`src/rtl/ps2_recv_pkg.sv`:
```
// Shared definitions for the PS/2 receiver: frame geometry, FSM state encoding
// and the parity helper.
package ps2_recv_pkg;

    localparam int unsigned PS2_FRAME_BITS = 11;
    localparam int unsigned PS2_DATA_BITS  = PS2_FRAME_BITS - 3;

    typedef enum logic [1:0] {
        ST_IDLE   = 2'd0,
        ST_DATA   = 2'd1,
        ST_PARITY = 2'd2,
        ST_STOP   = 2'd3
    } ps2_state_e;

    // Odd parity holds when data plus parity bit contain an odd number of ones.
    function automatic logic odd_parity_ok(input logic [PS2_DATA_BITS-1:0] d, input logic p);
        return ^{d, p};
    endfunction

endpackage

```
`src/rtl/ps2_filter.sv`:
```
// PS/2 line conditioning: two-flop synchronizers on clock and data, a
// FILTER_LEN-deep glitch filter on the clock, and filtered falling-edge detect.
module ps2_filter #(
    parameter int unsigned FILTER_LEN = 8
) (
    input  logic clk,
    input  logic reset,
    input  logic ps2_clk_i,
    input  logic ps2_data_i,
    output logic clk_f_o,
    output logic fall_o,
    output logic data_s_o
);

    logic [1:0]            clk_sync_q;
    logic [1:0]            data_sync_q;
    logic [FILTER_LEN-1:0] hist_q;
    logic                  clk_f_q;
    logic                  fall_q;

    // Filtered clock only changes once the whole history agrees; fall marks 1->0.
    always_ff @(posedge clk) begin
        if (reset) begin
            clk_sync_q  <= 2'b11;
            data_sync_q <= 2'b11;
            hist_q      <= '1;
            clk_f_q     <= 1'b1;
            fall_q      <= 1'b0;
        end else begin
            clk_sync_q  <= {clk_sync_q[0], ps2_clk_i};
            data_sync_q <= {data_sync_q[0], ps2_data_i};
            hist_q      <= {hist_q[FILTER_LEN-2:0], clk_sync_q[1]};
            fall_q      <= 1'b0;
            if (hist_q == '0) begin
                clk_f_q <= 1'b0;
                fall_q  <= clk_f_q;
            end else if (&hist_q) begin
                clk_f_q <= 1'b1;
            end
        end
    end

    assign clk_f_o  = clk_f_q;
    assign fall_o   = fall_q;
    assign data_s_o = data_sync_q[1];

endmodule

```
`src/rtl/ps2_recv.sv`:
```
// Host-side PS/2 receiver: deserializes 11-bit frames into bytes with rdy/err strobes.
// Optional macro PS2_RECV_TIMEOUT_EN aborts a stalled frame after TIMEOUT_CYCLES clocks.
module ps2_recv
    import ps2_recv_pkg::*;
#(
    parameter int unsigned FILTER_LEN = 8
`ifdef PS2_RECV_TIMEOUT_EN
    ,
    parameter int unsigned TIMEOUT_CYCLES = 2500
`endif
) (
    input  logic       clk,
    input  logic       reset,
    input  logic       ps2_clk,
    input  logic       ps2_data,
    output logic [7:0] code,
    output logic       rdy,
    output logic       err,
    output logic       busy
);

    localparam int unsigned CNT_W = 3;

    logic clk_f;
    logic fall;
    logic data_s;
    logic sample;

    ps2_filter #(
        .FILTER_LEN (FILTER_LEN)
    ) u_filter (
        .clk        (clk),
        .reset      (reset),
        .ps2_clk_i  (ps2_clk),
        .ps2_data_i (ps2_data),
        .clk_f_o    (clk_f),
        .fall_o     (fall),
        .data_s_o   (data_s)
    );

    assign sample = fall & ~clk_f;

    ps2_state_e                state_q;
    logic [CNT_W-1:0]          bitcnt_q;
    logic [PS2_DATA_BITS-1:0]  shreg_q;
    logic                      parity_q;
    logic [7:0]                code_q;
    logic                      rdy_q;
    logic                      err_q;
    logic                      busy_q;
`ifdef PS2_RECV_TIMEOUT_EN
    logic [15:0]               to_cnt_q;
`endif

    always_ff @(posedge clk) begin
        if (reset) begin
            state_q  <= ST_IDLE;
            bitcnt_q <= '0;
            shreg_q  <= '0;
            parity_q <= 1'b0;
            code_q   <= 8'h00;
            rdy_q    <= 1'b0;
            err_q    <= 1'b0;
            busy_q   <= 1'b0;
`ifdef PS2_RECV_TIMEOUT_EN
            to_cnt_q <= '0;
`endif
        end else begin
            rdy_q <= 1'b0;
            err_q <= 1'b0;
            unique case (state_q)
                // A high start bit is silently ignored.
                ST_IDLE: begin
                    if (sample && !data_s) begin
                        state_q  <= ST_DATA;
                        bitcnt_q <= '0;
                        busy_q   <= 1'b1;
                    end
                end
                ST_DATA: begin
                    if (sample) begin
                        shreg_q  <= {data_s, shreg_q[PS2_DATA_BITS-1:1]};
                        bitcnt_q <= bitcnt_q + CNT_W'(1);
                        if (bitcnt_q == CNT_W'(PS2_DATA_BITS - 1)) begin
                            state_q <= ST_PARITY;
                        end
                    end
                end
                ST_PARITY: begin
                    if (sample) begin
                        parity_q <= data_s;
                        state_q  <= ST_STOP;
                    end
                end
                ST_STOP: begin
                    if (sample) begin
                        if (data_s && odd_parity_ok(shreg_q, parity_q)) begin
                            code_q <= shreg_q;
                            rdy_q  <= 1'b1;
                        end else begin
                            err_q  <= 1'b1;
                        end
                        state_q <= ST_IDLE;
                        busy_q  <= 1'b0;
                    end
                end
                default: state_q <= ST_IDLE;
            endcase
`ifdef PS2_RECV_TIMEOUT_EN
            // Watchdog on the gap between falls; overrides the FSM when it expires.
            if (state_q == ST_IDLE || sample) begin
                to_cnt_q <= '0;
            end else if (to_cnt_q == 16'(TIMEOUT_CYCLES - 1)) begin
                to_cnt_q <= '0;
                state_q  <= ST_IDLE;
                busy_q   <= 1'b0;
                err_q    <= 1'b1;
            end else begin
                to_cnt_q <= to_cnt_q + 16'd1;
            end
`endif
        end
    end

    assign code = code_q;
    assign rdy  = rdy_q;
    assign err  = err_q;
    assign busy = busy_q;

endmodule

```
`config.mk`:
```
export PLATFORM = sky130hd
export DESIGN_NAME = ps2_recv
export DESIGN_NICKNAME = d
export VERILOG_FILES = /design/src/rtl/ps2_recv_pkg.sv /design/src/rtl/ps2_filter.sv /design/src/rtl/ps2_recv.sv
export SDC_FILE = /design/constraint.sdc
export NUM_CORES = 1
export LEC_CHECK = 0
export ABC_AREA = 0
export BUFFER_PORTS_ARGS = -buffer_cell sky130_fd_sc_hd__clkbuf_2
export CORE_MARGIN = 2
export CORE_UTILIZATION = 35
export DETAILED_ROUTE_END_ITERATION = 7
export GPL_ROUTABILITY_DRIVEN = 1
export PLACE_DENSITY = 0.52
export SYNTH_ARGS = -nofsm -noshare
export SYNTH_HDL_FRONTEND = slang
export SYNTH_SLANG_ARGS = --single-unit
```
`constraint.sdc`:
```
create_clock -name clk -period 2 [get_ports clk]
set_input_delay 0.2 -clock clk [delete_from_list [all_inputs] [get_ports clk]]
set_output_delay 0.2 -clock clk [all_outputs]
set_load 0.02 [all_outputs]
```
# ---- Yosys cells after proc, flatten, opt, wreduce, memory -nomap -nowiden
# Index checks and enable logic that the tools add are counted.
dict set report totals {
  ff_bits 39
  latch_bits 0
  ram_bits 0
  rom_bits 0
  inputBits 4
  output_inout_bits 11
  wordCells 62
  mem_count 0
}
dict set report op_classes {
  add_sub_neg 1
  multipliers 0
  div 0
  order_cmp 0
  n_eq_ne 9
  n_shift 0
  muxes 16
  bitwise 5
  reduce_logical 18
}
# cell count
set ops {}
lappend ops {{$mux 2} 5}
lappend ops {{$ne 2x2->1 const B} 5}
lappend ops {{$reduce_and 3->1} 3}
lappend ops {{$reduce_xor 9->1} 1}
lappend ops {{$logic_not 8->1} 1}
lappend ops {{$pmux 2 s4} 1}
lappend ops {{$reduce_and 8->1} 1}
lappend ops {{$mux 1} 6}
lappend ops {{$mux 3} 2}
lappend ops {{$pmux 3 s2} 1}
lappend ops {{$reduce_bool 2->1} 3}
lappend ops {{$reduce_and 5->1} 1}
lappend ops {{$eq 2x2->1 const B} 2}
lappend ops {{$not 1->1} 4}
lappend ops {{$reduce_and 2->1} 2}
lappend ops {{$add 3x1->3 const B} 1}
lappend ops {{$eq 3x3->1 const B} 1}
lappend ops {{$reduce_or 3->1} 1}
lappend ops {{$eq 2x1->1 const B} 1}
lappend ops {{$logic_and 1x1->1} 2}
lappend ops {{$logic_not 2->1} 1}
lappend ops {{$pmux 1 s2} 1}
lappend ops {{$reduce_or 2->1} 1}
lappend ops {{$and 1x1->1} 1}
lappend ops {{$logic_not 1->1} 1}

# ---- Logic depth before layout (Yosys ltp)
dict set report depth {
  word_depth 5
  depth_mapped 6
  mapped_depth_nobuf 6
}

# ---- By module
# Synthesis repeated with hierarchy kept, for this count alone.
dict set report hier_totals {
  hier_cells 165
  area_unflattened_um2 1650.3
}
# mod n_inst cells_per_inst area_each_um2 seq_area_each_um2
set modules_own_cells {}
lappend modules_own_cells {ps2_recv 1 129 1224.9 500.5}
lappend modules_own_cells {ps2_filter 1 36 425.4 280.3}

# ---- Worst setup path before layout
# Ideal clock, no wire load.
dict set report synth_path {
  kind {reg2reg}
  start {register shreg_q[4]}
  end {register code_q[0], in the netlist code[0]}
  setup_time_ps 72
  t_arrival_ps 1661
  t_required_ps 1928
  setup_slack_ps 268
  stages_incl_launch_ff 5
  path_buffers 0
  period_less_slack_ps 1732
  path_cell_list {dfxtp_1 > xor3_1 > or3_4 > mux2i_4 > mux2i_1}
}
dict set report synth_between {
  elab_chain_len 3
}
# item line_no
set synth_lines {}
lappend synth_lines {{start, declared} ps2_recv.sv:45} ;# logic [PS2_DATA_BITS-1:0] shreg_q;
lappend synth_lines {{start signal, assigned} ps2_recv.sv:82} ;# shreg_q <= {data_s, shreg_q[PS2_DATA_BITS-1:1]};
lappend synth_lines {{$reduce_xor 9->1} ps2_recv_pkg.sv:17} ;# return ^{d, p};
lappend synth_lines {{$logic_and 1x1->1} ps2_recv.sv:97} ;# if (data_s && odd_parity_ok(shreg_q, parity_q)) begin
lappend synth_lines {{$reduce_and 3->1 (no line)} n/a}
lappend synth_lines {{end signal, assigned} ps2_recv.sv:98} ;# code_q <= shreg_q;
lappend synth_lines {{end, declared} ps2_recv.sv:47} ;# logic [7:0] code_q;
# Every way passes these cells.
# A chain may end at the register's enable or synchronous reset.

# ---- Worst setup path after layout
dict set report layout_path {
  start {register shreg_q[4]}
  end {register code_q[5], in the netlist code[5]}
}
# Same word-level chain as after synthesis.

==> impl_results.md <==
* IO Count at 15
* Max-Cap Viols at 0
* Combinational share of power at 2.5%
* GR Util All Layers at 12.0%
* Antenna Nets Post-Route at 0
* Placed cells at 229
* Least-Margin Pin Slew at 0.454 ns
* CTS tree: built
* Tmin final at 1.78 ns
* Leak at 0.799 nW
* CP Class: reg -> reg
* Clk buf depth at 2
* Clock Skew at 0.00674 ns
* Pin count of the biggest net entering global routing at 46
* Clk pwr share at 38.9%
* Xor/xnor share of the synthesized area at 4.86%
* Syn Std Cell Area at 1670 um2
* Seq pwr share at 58.5%
* Routability cong. at 0.687
* Setup crit end kind: flip-flop
* Mux contribution to synthesized area at 13.3%
* Die ar. at 5350 um2
* Mapped Nets at 175
* Num CTS Buffers at 5
* Power Total at 1.34 mW
* Result of the run: complete, no violations
* Pint at 1.04 mW
* Post-synth cell types at 30
* Worst setup SP type: flip-flop
* Register area share after synthesis at 46.6%
* Count of input and output buffers at 14
* Synth warnings at 0
* Critical path data arrival time at 2.00 ns
* Core Footprint at 4660 um2
* Combinational family with the most area after synthesis: simple AND/OR/NAND/NOR gates
* Clock-pin slew on the worst setup and hold paths at 0.08 ns
* Post-synthesis compound-gate area fraction at 5.08%
* Total global routing overflow at 0
* Vias in the first global route at 1094
* Post-Synth Adder-Cell Area at 5.23%
* Worst skew pair latency at 0.29 ns
* P&R area growth vs syn at 14.5%
* Slew Limit Headroom at 69.7%
* CTS Hold Bufs at 0
* VDD IR-drop max at 0.000441 V
* Vias per Instance at 4.71
* RSZ-0062 raised after global routing: no
* CTS Sinks at 39
* Ant diodes at 0
* Final #Nets at 194
* Syn Inst Count at 164
* Htree depth at 2
* Root Buffer: clkbuf_8
* Final HPWL DP at 1970 um
* HP Class: in -> reg
* Initial antenna violation count at 0
* Finished Layout Cells at 238
* Critical Path RT at 2.22 ns
* Crit-path slowest cell: xor3_1
* Die width at 73.2 um
* Finished Cell Area at 1920 um2
* Post-cts resize count at 0
* DRC Markers at 0
* Syn avg cell area at 10.2 um2
* Placed Area at 1810 um2
* Setup TNS at 0 ns
* Crit-path cells: xor3_1 > or3_4 > mux2i_4 > buf_12 > mux2i_1
* Initial Util at 35.9%
* Total routed wirelength at 2870 um
* Setup-failing EPs final at 0
* Synth Register Bits at 39
* Max Slew Vio Count at 0
* Rows at 25
* Die Ht at 73.2 um
* Final Hold Viols at 0
* Total number of vias at 1122
* 1st-pass router iterations at 4
* Psw at 303 uW
* Share of cells above drive strength 1 at 21.7%
* Crit share post-route at 89.0%
* Power per cell area at 701 nW/um2
* Fmax at 0.562 GHz
* Routed length per instance at 12.0 um
* CP max stage delay at 0.47 ns
* Crit Path Max Fanout at 9
* Sw Share at 22.6%
* Fillers at 455
* Synthesized-area fraction occupied by and/or/nand/nor cells at 22.6%
* First-pass GRT wire length at 4830 um
* Initial DRC Count at 20
[timing repair]
item	4_1_cts	5_1_grt
hold endpoints to repair	0	0
setup buffers	0	1
endpoints found under the setup margin	0	2
[critical path: cells and delay by family (launching register included)]
kind	cells	cell delay, ns
xor+xnor	1	0.47
simple gates	1	0.36
buf+inv	1	0.16
mux	2	0.35
flops	1	0.37
[stage by stage]
| step | hold WS (ns) | util [%] | setup slack (ns) |
|---|---|---|---|
| 6_report | 0.0895 | 41.1 | 0.220 |
| 3_3_place_gp | 0.383 | 38.9 | 0.158 |
| 5_1_grt | 0.0901 | 41.1 | 0.134 |
| 4_1_cts | 0.0830 | 40.7 | 0.0595 |
| 2_1_floorplan | 0.304 | - | 0.268 |
| 3_5_place_dp | 0.387 | 38.9 | 0.0911 |
[cell families (layout without fill, tap and decap cells)]
group | Yosys count | after routing
xor gates and xnor gates | 6 | 6
buffers and inverters | 10 | 30
muxes | 21 | 21
and+or+nand+nor | 68 | 68
adders and majority gates | 7 | 7
DFF | 39 | 39
AOI/OAI and AO/OA | 13 | 13
[cells in the final DEF, fill, tap and decap left out, drive strengths merged, types with 3 or more instances in the layout]
cell | Yosys | final
dfxtp | 39 | 39
mux2i | 21 | 21
clkbuf | 6 | 20
nand2b | 17 | 17
nor2 | 16 | 16
or2 | 13 | 13
ha | 7 | 7
nand2 | 5 | 5
inv | 4 | 4
nand4 | 4 | 4
a21oi | 4 | 4
buf | 0 | 4
nor2b | 3 | 3
xnor2 | 3 | 3
and2 | 3 | 3
[power groups by stage]
stage	logic [mW]	clock network [mW]	registers [mW]
after floorplan	0.0230	0	0.807
after global placement	0.0339	0	0.805
after detailed placement	0.0347	0	0.805
after CTS	0.0346	0.542	0.787
after global routing	0.0382	0.579	0.788
final	0.0337	0.524	0.787
[synth_stat cells, drive strengths merged]
library cell,count,area [um2]
inv,4,15.0
xnor2,3,26.3
xor3,1,23.8
nor2b,3,18.8
nor4,1,6.26
xor2,1,8.76
mux2i,21,223
dfxtp,39,781
o2111ai,1,8.76
o21bai,1,7.51
nand3b,1,7.51
nand4,4,25.0
nor3,2,10.0
nand2b,17,106
o31a,1,8.76
a211oi,1,7.51
nor2,16,60.1
and2,3,18.8
nand2,5,18.8
or2b,2,15.0
or3,1,11.3
xnor3,1,22.5
o31ai,2,15.0
a21boi,1,7.51
a21oi,4,20.0
clkbuf,6,22.5
ha,7,87.6
or2,13,81.3
o21ai,2,10.0
[routing by layer]
layer | wire [um] | GRT usage, %
met5 | 0 | 0
met2 | 1330 | 19.3
met3 | 147 | 4.97
met4 | 47 | 6.17
met1 | 1350 | 13.6
[cell type report]
cell class | instances | area, um2 | area share (%)
Timing Repair Buffer | 18 | 113 | 5.87
Clock inverter | 2 | 12.5 | 0.653
Multi-Input combinational cell | 115 | 856 | 44.6
Inverter | 4 | 15.0 | 0.783
Sequential cell | 39 | 781 | 40.7
Clock buffer | 6 | 72.6 | 3.79
Tap cell | 54 | 67.6 | 3.52
[registers in the layout, summed over array words and instances (netlist names)]
name / flops
code: 8
shreg_q: 8
u_filter.hist_q: 8
bitcnt_q: 3
state_q: 2
u_filter.clk_sync_q: 2
u_filter.data_sync_q: 2
busy: 1
err: 1
parity_q: 1
rdy: 1
u_filter.clk_f_o: 1
u_filter.fall_o: 1
[path summary, 6_finish.rpt]
path / from / end / slack (ns) / cells past startpoint
min: ps2_clk / u_filter.clk_sync_q[0]$_SDFF_PP1_ / 0.09 / 2
max: shreg_q[4]$_SDFFE_PP0P_ / code[5]$_SDFFE_PP0P_ / 0.22 / 5
max reg2reg: shreg_q[4]$_SDFFE_PP0P_ / code[5]$_SDFFE_PP0P_ / 0.22 / 5
min reg2reg: u_filter.clk_sync_q[0]$_SDFF_PP1_ / u_filter.clk_sync_q[1]$_SDFF_PP1_ / 0.41 / 1
No activity file was read; power rests on OpenSTA's default activity.
